## config.mk

```make
export PLATFORM = sky130hd
export DESIGN_NAME = sta_job_sequencer
export DESIGN_NICKNAME = d
export VERILOG_FILES = /design/src/rtl/sta_seq_pkg.sv /design/src/rtl/sta_seq_burst_cnt.sv /design/src/rtl/sta_job_sequencer.sv
export SDC_FILE = /design/constraint.sdc
export NUM_CORES = 1
export LEC_CHECK = 0
export ABC_AREA = 1
export BUFFER_PORTS_ARGS = -buffer_cell sky130_fd_sc_hd__buf_2
export CORE_UTILIZATION = 44
export CTS_BUF_LIST = sky130_fd_sc_hd__clkbuf_4
export DETAILED_ROUTE_END_ITERATION = 10
export HOLD_SLACK_MARGIN = 0.1
export PLACE_DENSITY = 0.81
export SKIP_CTS_REPAIR_TIMING = 1
export SYNTH_ARGS = -nofsm -noshare
export SYNTH_HDL_FRONTEND = slang
export SYNTH_SLANG_ARGS = --single-unit
export TNS_END_PERCENT = 50
```

## constraint.sdc

```tcl
create_clock -name clk -period 1.5 [get_ports clk]
set_input_delay 0.15 -clock clk [delete_from_list [all_inputs] [get_ports clk]]
set_output_delay 0.15 -clock clk [all_outputs]
set_load 0.01 [all_outputs]
```

## src/rtl/sta_seq_pkg.sv

```systemverilog
// rtl/sta_seq_pkg.sv - shared types and AXI constants for the systolic-array job sequencer
//   state_e : sequencer FSM states
//   phase_e : which input region the write path is filling
//   SIZE_4B, BURST_INCR, RESP_OKAY, CACHE_DEFAULT : fixed AXI field values
package sta_seq_pkg;

  typedef enum logic [3:0] {
    S_IDLE,
    S_WR_AW,
    S_WR_W,
    S_WR_B,
    S_ST_AW,
    S_ST_W,
    S_ST_B,
    S_PL_AR,
    S_PL_R,
    S_RD_AR,
    S_RD_R,
    S_FIN
  } state_e;

  typedef enum logic {
    PH_WGT,
    PH_IN
  } phase_e;

  localparam logic [2:0] SIZE_4B       = 3'b010;
  localparam logic [1:0] BURST_INCR    = 2'b01;
  localparam logic [1:0] RESP_OKAY     = 2'b00;
  localparam logic [3:0] CACHE_DEFAULT = 4'b0011;

  // Width of a counter that must hold the value n itself.
  function automatic int unsigned cnt_width(input int unsigned n);
    return (n < 2) ? 1 : $clog2(n + 1);
  endfunction

endpackage

```

## src/rtl/sta_seq_burst_cnt.sv

```systemverilog
// rtl/sta_seq_burst_cnt.sv - beat-within-burst and word-within-phase counter
//   clk, rst_n   : clock, asynchronous active-low reset
//   clear        : restart both counts at zero (new phase)
//   advance      : one data beat accepted this cycle
//   phase_words  : number of words in the current phase
//   beat_last    : current beat is beat BURST_LEN-1 of its burst
//   word_last    : current beat is the last word of the phase
//   phase_done   : every word of the phase has been transferred
module sta_seq_burst_cnt #(
  parameter int unsigned BURST_LEN = 16,
  parameter int unsigned WORD_W    = 11
) (
  input  logic              clk,
  input  logic              rst_n,
  input  logic              clear,
  input  logic              advance,
  input  logic [WORD_W-1:0] phase_words,
  output logic              beat_last,
  output logic              word_last,
  output logic              phase_done
);

  localparam int unsigned BEAT_W = (BURST_LEN > 1) ? $clog2(BURST_LEN) : 1;

  logic [BEAT_W-1:0] beat_q, beat_d;
  logic [WORD_W-1:0] word_q, word_d;

  assign beat_last  = (beat_q == BEAT_W'(BURST_LEN - 1));
  assign word_last  = (word_q == (phase_words - WORD_W'(1)));
  assign phase_done = (word_q == phase_words);

  always_comb begin
    beat_d = beat_q;
    word_d = word_q;
    if (clear) begin
      beat_d = '0;
      word_d = '0;
    end else if (advance) begin
      // Beat count wraps at the burst boundary so every burst starts at 0.
      beat_d = beat_last ? '0 : beat_q + BEAT_W'(1);
      word_d = word_q + WORD_W'(1);
    end
  end

  always_ff @(posedge clk or negedge rst_n) begin
    if (!rst_n) begin
      beat_q <= '0;
      word_q <= '0;
    end else begin
      beat_q <= beat_d;
      word_q <= word_d;
    end
  end

endmodule

```

## src/rtl/sta_job_sequencer.sv

```systemverilog
// rtl/sta_job_sequencer.sv - AXI4 master running one job on the 32x32 systolic array
//   clk, rst            : clock, asynchronous active-low reset
//   job_start           : start pulse, accepted only when idle
//   busy/job_done/job_err : job status; job_err qualifies job_done
//   s_data_*            : input words (N_WGT weights then N_IN activations)
//   m_data_*            : result words, m_data_last on the final one
//   m_axi_*             : AXI4 master port to the array slave
//   perf_cycles         : busy-cycle counter, present only with STA_SEQ_PERF_EN
module sta_job_sequencer
  import sta_seq_pkg::*;
#(
  parameter int unsigned            DATA_WIDTH = 32,
  parameter int unsigned            ADDR_WIDTH = 20,
  parameter int unsigned            STRB_WIDTH = DATA_WIDTH / 8,
  parameter int unsigned            ID_WIDTH   = 8,
  parameter int unsigned            N_WGT      = 1024,
  parameter int unsigned            N_IN       = 32,
  parameter int unsigned            N_OUT      = 32,
  parameter int unsigned            BURST_LEN  = 16,
  parameter logic [ADDR_WIDTH-1:0]  WGT_BASE   = 20'h00000,
  parameter logic [ADDR_WIDTH-1:0]  IN_BASE    = 20'h01000,
  parameter logic [ADDR_WIDTH-1:0]  OUT_BASE   = 20'h02000,
  parameter logic [ADDR_WIDTH-1:0]  CTRL_ADDR  = 20'h03000,
  parameter logic [ADDR_WIDTH-1:0]  STAT_ADDR  = 20'h03004,
  parameter int unsigned            POLL_MAX   = 4096
) (
  input  logic                  clk,
  input  logic                  rst,
  input  logic                  job_start,
  output logic                  busy,
  output logic                  job_done,
  output logic                  job_err,
  input  logic                  s_data_valid,
  output logic                  s_data_ready,
  input  logic [DATA_WIDTH-1:0] s_data,
  output logic                  m_data_valid,
  input  logic                  m_data_ready,
  output logic [DATA_WIDTH-1:0] m_data,
  output logic                  m_data_last,
  output logic [ID_WIDTH-1:0]   m_axi_awid,
  output logic [ADDR_WIDTH-1:0] m_axi_awaddr,
  output logic [7:0]            m_axi_awlen,
  output logic [2:0]            m_axi_awsize,
  output logic [1:0]            m_axi_awburst,
  output logic                  m_axi_awlock,
  output logic [3:0]            m_axi_awcache,
  output logic [2:0]            m_axi_awprot,
  output logic                  m_axi_awvalid,
  input  logic                  m_axi_awready,
  output logic [DATA_WIDTH-1:0] m_axi_wdata,
  output logic [STRB_WIDTH-1:0] m_axi_wstrb,
  output logic                  m_axi_wlast,
  output logic                  m_axi_wvalid,
  input  logic                  m_axi_wready,
  input  logic [ID_WIDTH-1:0]   m_axi_bid,
  input  logic [1:0]            m_axi_bresp,
  input  logic                  m_axi_bvalid,
  output logic                  m_axi_bready,
  output logic [ID_WIDTH-1:0]   m_axi_arid,
  output logic [ADDR_WIDTH-1:0] m_axi_araddr,
  output logic [7:0]            m_axi_arlen,
  output logic [2:0]            m_axi_arsize,
  output logic [1:0]            m_axi_arburst,
  output logic                  m_axi_arlock,
  output logic [3:0]            m_axi_arcache,
  output logic [2:0]            m_axi_arprot,
  output logic                  m_axi_arvalid,
  input  logic                  m_axi_arready,
  input  logic [ID_WIDTH-1:0]   m_axi_rid,
  input  logic [DATA_WIDTH-1:0] m_axi_rdata,
  input  logic [1:0]            m_axi_rresp,
  input  logic                  m_axi_rlast,
  input  logic                  m_axi_rvalid,
`ifdef STA_SEQ_PERF_EN
  output logic [31:0]           perf_cycles,
`endif
  output logic                  m_axi_rready
);

  localparam int unsigned N_MAX_A = (N_WGT > N_IN) ? N_WGT : N_IN;
  localparam int unsigned N_MAX   = (N_MAX_A > N_OUT) ? N_MAX_A : N_OUT;
  localparam int unsigned WORD_W  = cnt_width(N_MAX);
  localparam int unsigned POLL_W  = cnt_width(POLL_MAX);
  localparam logic [7:0]  LEN_BURST   = 8'(BURST_LEN - 1);
  localparam logic [ADDR_WIDTH-1:0] BURST_BYTES = ADDR_WIDTH'(BURST_LEN * 4);

  state_e                state_q, state_d;
  phase_e                phase_q, phase_d;
  logic [ADDR_WIDTH-1:0] addr_q, addr_d;
  logic                  err_q, err_d;
  logic [POLL_W-1:0]     poll_q, poll_d;

  logic wr_clear, rd_clear;
  logic wr_beat_last, wr_phase_done, wr_word_last_unused;
  logic rd_beat_last, rd_word_last, rd_phase_done_unused;
  logic rd_drain, resp_r_bad, resp_b_bad;
  logic unused_inputs;

  // Response IDs are always 0 and burst ends come from our own beat count.
  assign unused_inputs = ^{m_axi_bid, m_axi_rid, m_axi_rlast};

  assign resp_b_bad = (m_axi_bresp != RESP_OKAY);
  assign resp_r_bad = (m_axi_rresp != RESP_OKAY);
  // Once a read error is seen the rest of the burst is swallowed, not forwarded.
  assign rd_drain   = err_q || resp_r_bad;

  assign m_axi_awid    = '0;
  assign m_axi_awsize  = SIZE_4B;
  assign m_axi_awburst = BURST_INCR;
  assign m_axi_awlock  = 1'b0;
  assign m_axi_awcache = CACHE_DEFAULT;
  assign m_axi_awprot  = 3'b000;
  assign m_axi_wstrb   = '1;
  assign m_axi_arid    = '0;
  assign m_axi_arsize  = SIZE_4B;
  assign m_axi_arburst = BURST_INCR;
  assign m_axi_arlock  = 1'b0;
  assign m_axi_arcache = CACHE_DEFAULT;
  assign m_axi_arprot  = 3'b000;

  assign busy     = (state_q != S_IDLE);
  assign job_done = (state_q == S_FIN);
  assign job_err  = (state_q == S_FIN) && err_q;

  sta_seq_burst_cnt #(
    .BURST_LEN (BURST_LEN),
    .WORD_W    (WORD_W)
  ) u_wr_cnt (
    .clk         (clk),
    .rst_n       (rst),
    .clear       (wr_clear),
    .advance     ((state_q == S_WR_W) && s_data_valid && m_axi_wready),
    .phase_words ((phase_q == PH_WGT) ? WORD_W'(N_WGT) : WORD_W'(N_IN)),
    .beat_last   (wr_beat_last),
    .word_last   (wr_word_last_unused),
    .phase_done  (wr_phase_done)
  );

  sta_seq_burst_cnt #(
    .BURST_LEN (BURST_LEN),
    .WORD_W    (WORD_W)
  ) u_rd_cnt (
    .clk         (clk),
    .rst_n       (rst),
    .clear       (rd_clear),
    .advance     ((state_q == S_RD_R) && m_axi_rvalid && m_axi_rready),
    .phase_words (WORD_W'(N_OUT)),
    .beat_last   (rd_beat_last),
    .word_last   (rd_word_last),
    .phase_done  (rd_phase_done_unused)
  );

  // State register
  always_ff @(posedge clk or negedge rst) begin
    if (!rst) begin
      state_q <= S_IDLE;
      phase_q <= PH_WGT;
      addr_q  <= '0;
      err_q   <= 1'b0;
      poll_q  <= '0;
    end else begin
      state_q <= state_d;
      phase_q <= phase_d;
      addr_q  <= addr_d;
      err_q   <= err_d;
      poll_q  <= poll_d;
    end
  end

  // Next-state logic
  always_comb begin
    state_d  = state_q;
    phase_d  = phase_q;
    addr_d   = addr_q;
    err_d    = err_q;
    poll_d   = poll_q;
    wr_clear = 1'b0;
    rd_clear = 1'b0;
    case (state_q)
      S_IDLE: begin
        if (job_start) begin
          state_d  = S_WR_AW;
          phase_d  = PH_WGT;
          addr_d   = WGT_BASE;
          err_d    = 1'b0;
          poll_d   = '0;
          wr_clear = 1'b1;
        end
      end
      S_WR_AW: if (m_axi_awready) state_d = S_WR_W;
      S_WR_W: begin
        if (s_data_valid && m_axi_wready && wr_beat_last) state_d = S_WR_B;
      end
      S_WR_B: begin
        if (m_axi_bvalid) begin
          if (resp_b_bad) begin
            err_d   = 1'b1;
            state_d = S_FIN;
          end else if (wr_phase_done) begin
            if (phase_q == PH_WGT) begin
              phase_d  = PH_IN;
              addr_d   = IN_BASE;
              wr_clear = 1'b1;
              state_d  = S_WR_AW;
            end else begin
              state_d = S_ST_AW;
            end
          end else begin
            addr_d  = addr_q + BURST_BYTES;
            state_d = S_WR_AW;
          end
        end
      end
      S_ST_AW: if (m_axi_awready) state_d = S_ST_W;
      S_ST_W:  if (m_axi_wready) state_d = S_ST_B;
      S_ST_B: begin
        if (m_axi_bvalid) begin
          poll_d = '0;
          if (resp_b_bad) begin
            err_d   = 1'b1;
            state_d = S_FIN;
          end else begin
            state_d = S_PL_AR;
          end
        end
      end
      S_PL_AR: if (m_axi_arready) state_d = S_PL_R;
      S_PL_R: begin
        if (m_axi_rvalid) begin
          if (resp_r_bad) begin
            err_d   = 1'b1;
            state_d = S_FIN;
          end else if (m_axi_rdata[0]) begin
            addr_d   = OUT_BASE;
            rd_clear = 1'b1;
            state_d  = S_RD_AR;
          end else if (poll_q == POLL_W'(POLL_MAX - 1)) begin
            err_d   = 1'b1;
            state_d = S_FIN;
          end else begin
            poll_d  = poll_q + POLL_W'(1);
            state_d = S_PL_AR;
          end
        end
      end
      S_RD_AR: if (m_axi_arready) state_d = S_RD_R;
      S_RD_R: begin
        if (m_axi_rvalid && m_axi_rready) begin
          if (resp_r_bad) err_d = 1'b1;
          if (rd_beat_last) begin
            if (rd_drain || rd_word_last) begin
              state_d = S_FIN;
            end else begin
              addr_d  = addr_q + BURST_BYTES;
              state_d = S_RD_AR;
            end
          end
        end
      end
      S_FIN: begin
        err_d   = 1'b0;
        state_d = S_IDLE;
      end
      default: state_d = S_IDLE;
    endcase
  end

  // Output logic: data channels are pure pass-throughs while their state is active.
  always_comb begin
    m_axi_awvalid = 1'b0;
    m_axi_awaddr  = addr_q;
    m_axi_awlen   = LEN_BURST;
    m_axi_wvalid  = 1'b0;
    m_axi_wdata   = s_data;
    m_axi_wlast   = 1'b0;
    m_axi_bready  = 1'b0;
    m_axi_arvalid = 1'b0;
    m_axi_araddr  = addr_q;
    m_axi_arlen   = LEN_BURST;
    m_axi_rready  = 1'b0;
    s_data_ready  = 1'b0;
    m_data_valid  = 1'b0;
    m_data        = m_axi_rdata;
    m_data_last   = 1'b0;
    case (state_q)
      S_WR_AW: m_axi_awvalid = 1'b1;
      S_WR_W: begin
        m_axi_wvalid = s_data_valid;
        s_data_ready = m_axi_wready;
        m_axi_wlast  = wr_beat_last;
      end
      S_WR_B, S_ST_B: m_axi_bready = 1'b1;
      S_ST_AW: begin
        m_axi_awvalid = 1'b1;
        m_axi_awaddr  = CTRL_ADDR;
        m_axi_awlen   = 8'd0;
      end
      S_ST_W: begin
        m_axi_wvalid = 1'b1;
        m_axi_wdata  = DATA_WIDTH'(1);
        m_axi_wlast  = 1'b1;
      end
      S_PL_AR: begin
        m_axi_arvalid = 1'b1;
        m_axi_araddr  = STAT_ADDR;
        m_axi_arlen   = 8'd0;
      end
      S_PL_R: m_axi_rready = 1'b1;
      S_RD_AR: m_axi_arvalid = 1'b1;
      S_RD_R: begin
        m_axi_rready = rd_drain ? 1'b1 : m_data_ready;
        m_data_valid = m_axi_rvalid && !rd_drain;
        m_data_last  = rd_word_last;
      end
      default: ;
    endcase
  end

`ifdef STA_SEQ_PERF_EN
  logic [31:0] perf_q, perf_d;

  always_comb begin
    perf_d = perf_q;
    if ((state_q == S_IDLE) && job_start) begin
      perf_d = '0;
    end else if ((state_q != S_IDLE) && (perf_q != 32'hFFFF_FFFF)) begin
      perf_d = perf_q + 32'd1;
    end
  end

  always_ff @(posedge clk or negedge rst) begin
    if (!rst) perf_q <= '0;
    else      perf_q <= perf_d;
  end

  assign perf_cycles = perf_q;
`endif

endmodule
```

==> results by stage <==
STA:
- The worst-case hold slack is roughly 0.23 ns.
- Timing would allow up to a little over 0.5 GHz.
- The number of endpoints with negative hold slack in the final report is 0.
- The final setup violation count is ~140.
- The smallest clock period supported by the final layout is computed as ~2 ns.
- Clock skew on the completed layout was measured at 0.0262 ns.
- The final-report max-slew violation count is 0.
- In the finished design, the share of the clock period the worst path needs comes to 130%.
- Across all setup checks in the final design, the least slack found is -0.457 ns.
- Setup repair after global routing could not meet its margin everywhere.
- The final total negative setup slack is -42.51 ns.

Floorplan:
- The floorplan has 40 rows.
- The core region area is roughly 12000 um^2.
- The initial utilization of the core area, before any placement, comes to between 40% and 50%.
- The floorplan step defined a die boundary enclosing between 10000 and 15000 um^2.
- The top-level port count is between 200 and 300.
- From left edge to right edge, the die measures ~110 um.
- The die outline height is about 110 um.

Synthesis:
- In this run the mean area of a mapped cell was 6.27 um^2.
- After synthesis the netlist holds a flip-flop and latch count of 63.
- The number of unique standard cell types used by synthesis is 32.
- Summing the areas of all fa, ha and maj instances in the mapped netlist gives under 10% of the synthesized area.
- The most used flip-flop cell after synthesis is dfrtp_1.
- The post-synthesis share of cell area spent on xor and xnor gates is ~2.8%.
- The synthesized-area fraction occupied by ao, oa, aoi and oai cells is under 10%.
- The number of warnings reported in the yosys synthesis log is 0.
- The mapped cell area is ~5600 um^2.
- The mux share of post-synthesis cell area is 0%.
- The simple logic cell fraction of the synthesized area is 37.9%.
- The post-synthesis cell count is 888.
- The dominant combinational cell family by area after synthesis is simple AND/OR/NAND/NOR gates.
- Summing the sequential cell areas from Yosys gives roughly 28% of the chip area.
- The number of flops mapped to enable cells by yosys is 0.
- After synthesis, the share of flip-flops with an asynchronous set or reset is 100%.

Cells and area:
- Across the whole layout, storage elements account for approximately 1600 um^2.
- The number of antenna diodes in the final layout is 0.
- The post-route netlist has a little under a third of its cells at a drive strength greater than 1.
- Leaving out fill and tap cells, the most frequent cells in the layout are 220 x nand2_1, 113 x nor2_1, 113 x buf_4, 111 x buf_2, 108 x inv_1.
- The synthesis-to-finish area growth is 33.3%.
- The net count of the finished layout is around 1.2k.
- The finished cells cover approximately 7400 um^2.
- Leaving out fill and tap cells, the most frequent cell in the layout is nand2_1.
- The filler cell count in the final layout is approximately 1.1k.
- The number of standard cells in the layout, taps in and fillers out is about 1.3k.
- The share of the core filled with cells in the final layout is between 60 and 70%.
- Summing all multi-input logic gate instances after layout gives 3170 um^2.

Route:
- The number of detailed-routing iterations run before antenna repair is 5.
- The aggregate routed wire length is roughly 16 mm.
- In the final routed layout, each cell accounts on average for about 13 um.
- The overall via count from detail_route is 6153.
- After the first detailed-routing iteration, the DRC count stood at 480.
- Dividing the detail-routed via count by the number of cells gives approximately 4.8.
- After detailed routing, the number of remaining DRC violations is 0.
- The number of nets with antenna violations after detailed routing is 0.

CTS:
- After clock tree synthesis, the clock-pin slew on the worst setup and hold paths is approximately 0.10 ns.
- The largest buffer count on any clock path is 2.
- The CTS sink count is 63.
- The total number of H-tree levels is 3.
- The clock tree root buffer cell is clkbuf_4.
- The clock latency on the worst-skew pair is 0.43 ns.
- The clock tree from TritonCTS is yes.
- Counting the buffers created by CTS gives 9.

Global routing:
- The residual overflow from global routing is 0.
- Entering global routing, the biggest net connects 64 pins.
- The via count of the first global-routing pass is roughly 5.2k.
- The first global-routing pass estimated 24.1 mm of wire.
- The number of antenna violations at the first check in global routing is 0.
- In the global route stage, overall resource usage came out at a little under a quarter.

Setup path:
- In this design, the stage delay of the slowest critical-path cell is 0.43 ns.
- At the worst endpoint, the required time is approximately 1.4 ns.
- The signal on the critical path passes through buf_6, nand2_4, buf_6, nor2_4, buf_12, buf_12, or2_4, buf_6.
- The signal arrival time at the worst endpoint is approximately 1.8 ns.
- The worst setup path is of the flip-flop to output pin kind.
- The slowest stage of the critical path is the dfrtp_1 cell.
- Among the stages of the critical path, the cell type that occurs most often is buf_6.
- The depth of the critical timing path with buffers and inverters included is 8.
- Of all nets on the critical path, the largest fanout is 8.
- The number of cell instances on the worst register-to-register path is 10.
- The type of element capturing the critical path is an output pin.
- STA classifies the critical path startpoint as a flip-flop.
- The critical path contains buffers and inverters numbering 5 combined.
- The top cell family by delay on the critical path is buffers and inverters.
- The worst register-to-register path has a setup slack of -0.29 ns.

Placement:
- Summed over all nets, the half-perimeter wirelength after detailed placement is approximately 12 mm.
- Once placement completed, the tool counted placed cells totaling about 1.2k.
- The cell area after placement is 6800 um^2.
- The count of port buffers added during placement is about 130.
- The final weighted congestion of routability-driven global placement is just over 0.9.

Power and ir drop:
- The power density normalized to cell area is approximately 1200 nW/um^2.
- The worst-case IR drop observed on VDD is 0.492 mV.
- The leakage power summed over all cells is about 0.0041 uW.

Run status:
- The final reports fail on setup timing.
- The flow ran to the end, but the final reports show violations.

Job:
- The max-cap check violation count is 0.

Min path:
- The class of the worst hold path is input port to flip-flop.
- The cell depth of the worst hold path is 5.
==> layout make-up <==
| class | count | share of cell area, % |
|---|---|---|
| clock buffers | 9 | 0.910 |
| clock inverters | 4 | 0.219 |
| inverters | 120 | 6.24 |
| multi-input cells | 648 | 42.7 |
| flip-flops and latches | 63 | 21.2 |
| well taps | 168 | 2.83 |
| repair buffers | 262 | 25.9 |
==> synth_stat cells, types with 4 or more instances <==
master,count,area [um^2]
a21oi_1,9,45.0
buf_2,7,35.0
buf_4,104,781
clkbuf_1,6,22.5
dfrtp_1,63,1580
ha_1,7,87.6
inv_1,117,439
nand2_1,227,852
nand2_2,6,37.5
nand3_1,66,330
nand4_1,21,131
nor2_1,143,537
nor3_1,18,90.1
o21ai_0,40,200
o21ai_1,4,20.0
xor2_1,17,149
==> stage by stage <==
stage               power, uW  setup slack (ns)
CTS                      8060            -0.602
floorplan                5370           -0.0903
global route             9320            -0.527
finish                   8650            -0.457
detailed placement       7140            -0.226
global placement         7020            -0.158
==> worst paths after layout <==
kind | to | start
worst max-delay path | m_axi_wdata[0] | state_q[2]$_DFFE_PN0P_
worst min-delay path | u_rd_cnt.word_q[0]$_DFFE_PN0P_ | m_axi_rvalid
worst max register to register | poll_q[5]$_DFFE_PN0P_ | state_q[0]$_DFFE_PN0P_
worst min register to register | err_q$_DFFE_PN0P_ | err_q$_DFFE_PN0P_
max in group asynchronous | u_rd_cnt.beat_q[2]$_DFFE_PN0P_ | rst
min in group asynchronous | poll_q[10]$_DFFE_PN0P_ | rst
==> registers in the layout, indices dropped and copies added, names as in the netlist <==
signal	count
u_rd_cnt.word_q	11
state_q	4
phase_q	1
err_q	1
u_rd_cnt.beat_q	4
addr_q	14
u_wr_cnt.beat_q	4
poll_q	13
u_wr_cnt.word_q	11
==> power by group <==
part / internal [uW] / total [uW] / switching, uW
clock network: 295 / 912 / 617
logic: 2270 / 5410 / 3150
registers: 2040 / 2330 / 285
total: 4600 / 8650 / 4050
==> cells by family (layout without fill, tap and decap cells) <==
logic type | Yosys count | after routing
AO/OA/AOI/OAI | 59 | 59
XOR/XNOR | 18 | 18
adder cells (fa/ha/maj) | 7 | 7
buffers and inverters | 240 | 395
flip-flops | 63 | 63
other | 2 | 65
AND/OR/NAND/NOR | 499 | 499
==> layer usage <==
layer  global-route usage [%]  up-vias  share of wire (%)
met5                        0        -                  0
met4                     8.05        0                2.6
met3                     4.24       48                6.7
met2                     42.8      263                 51
met1                     27.6     2829                 39
li1                         -     3013                  -
==> worst min-delay path: stages <==
cell and delay (ns):
buf_2 0.11, nand2_1 0.08, nand2_2 0.09, buf_4 0.13
a21oi_1 0.06
No activity file was read; power rests on OpenSTA's default activity.
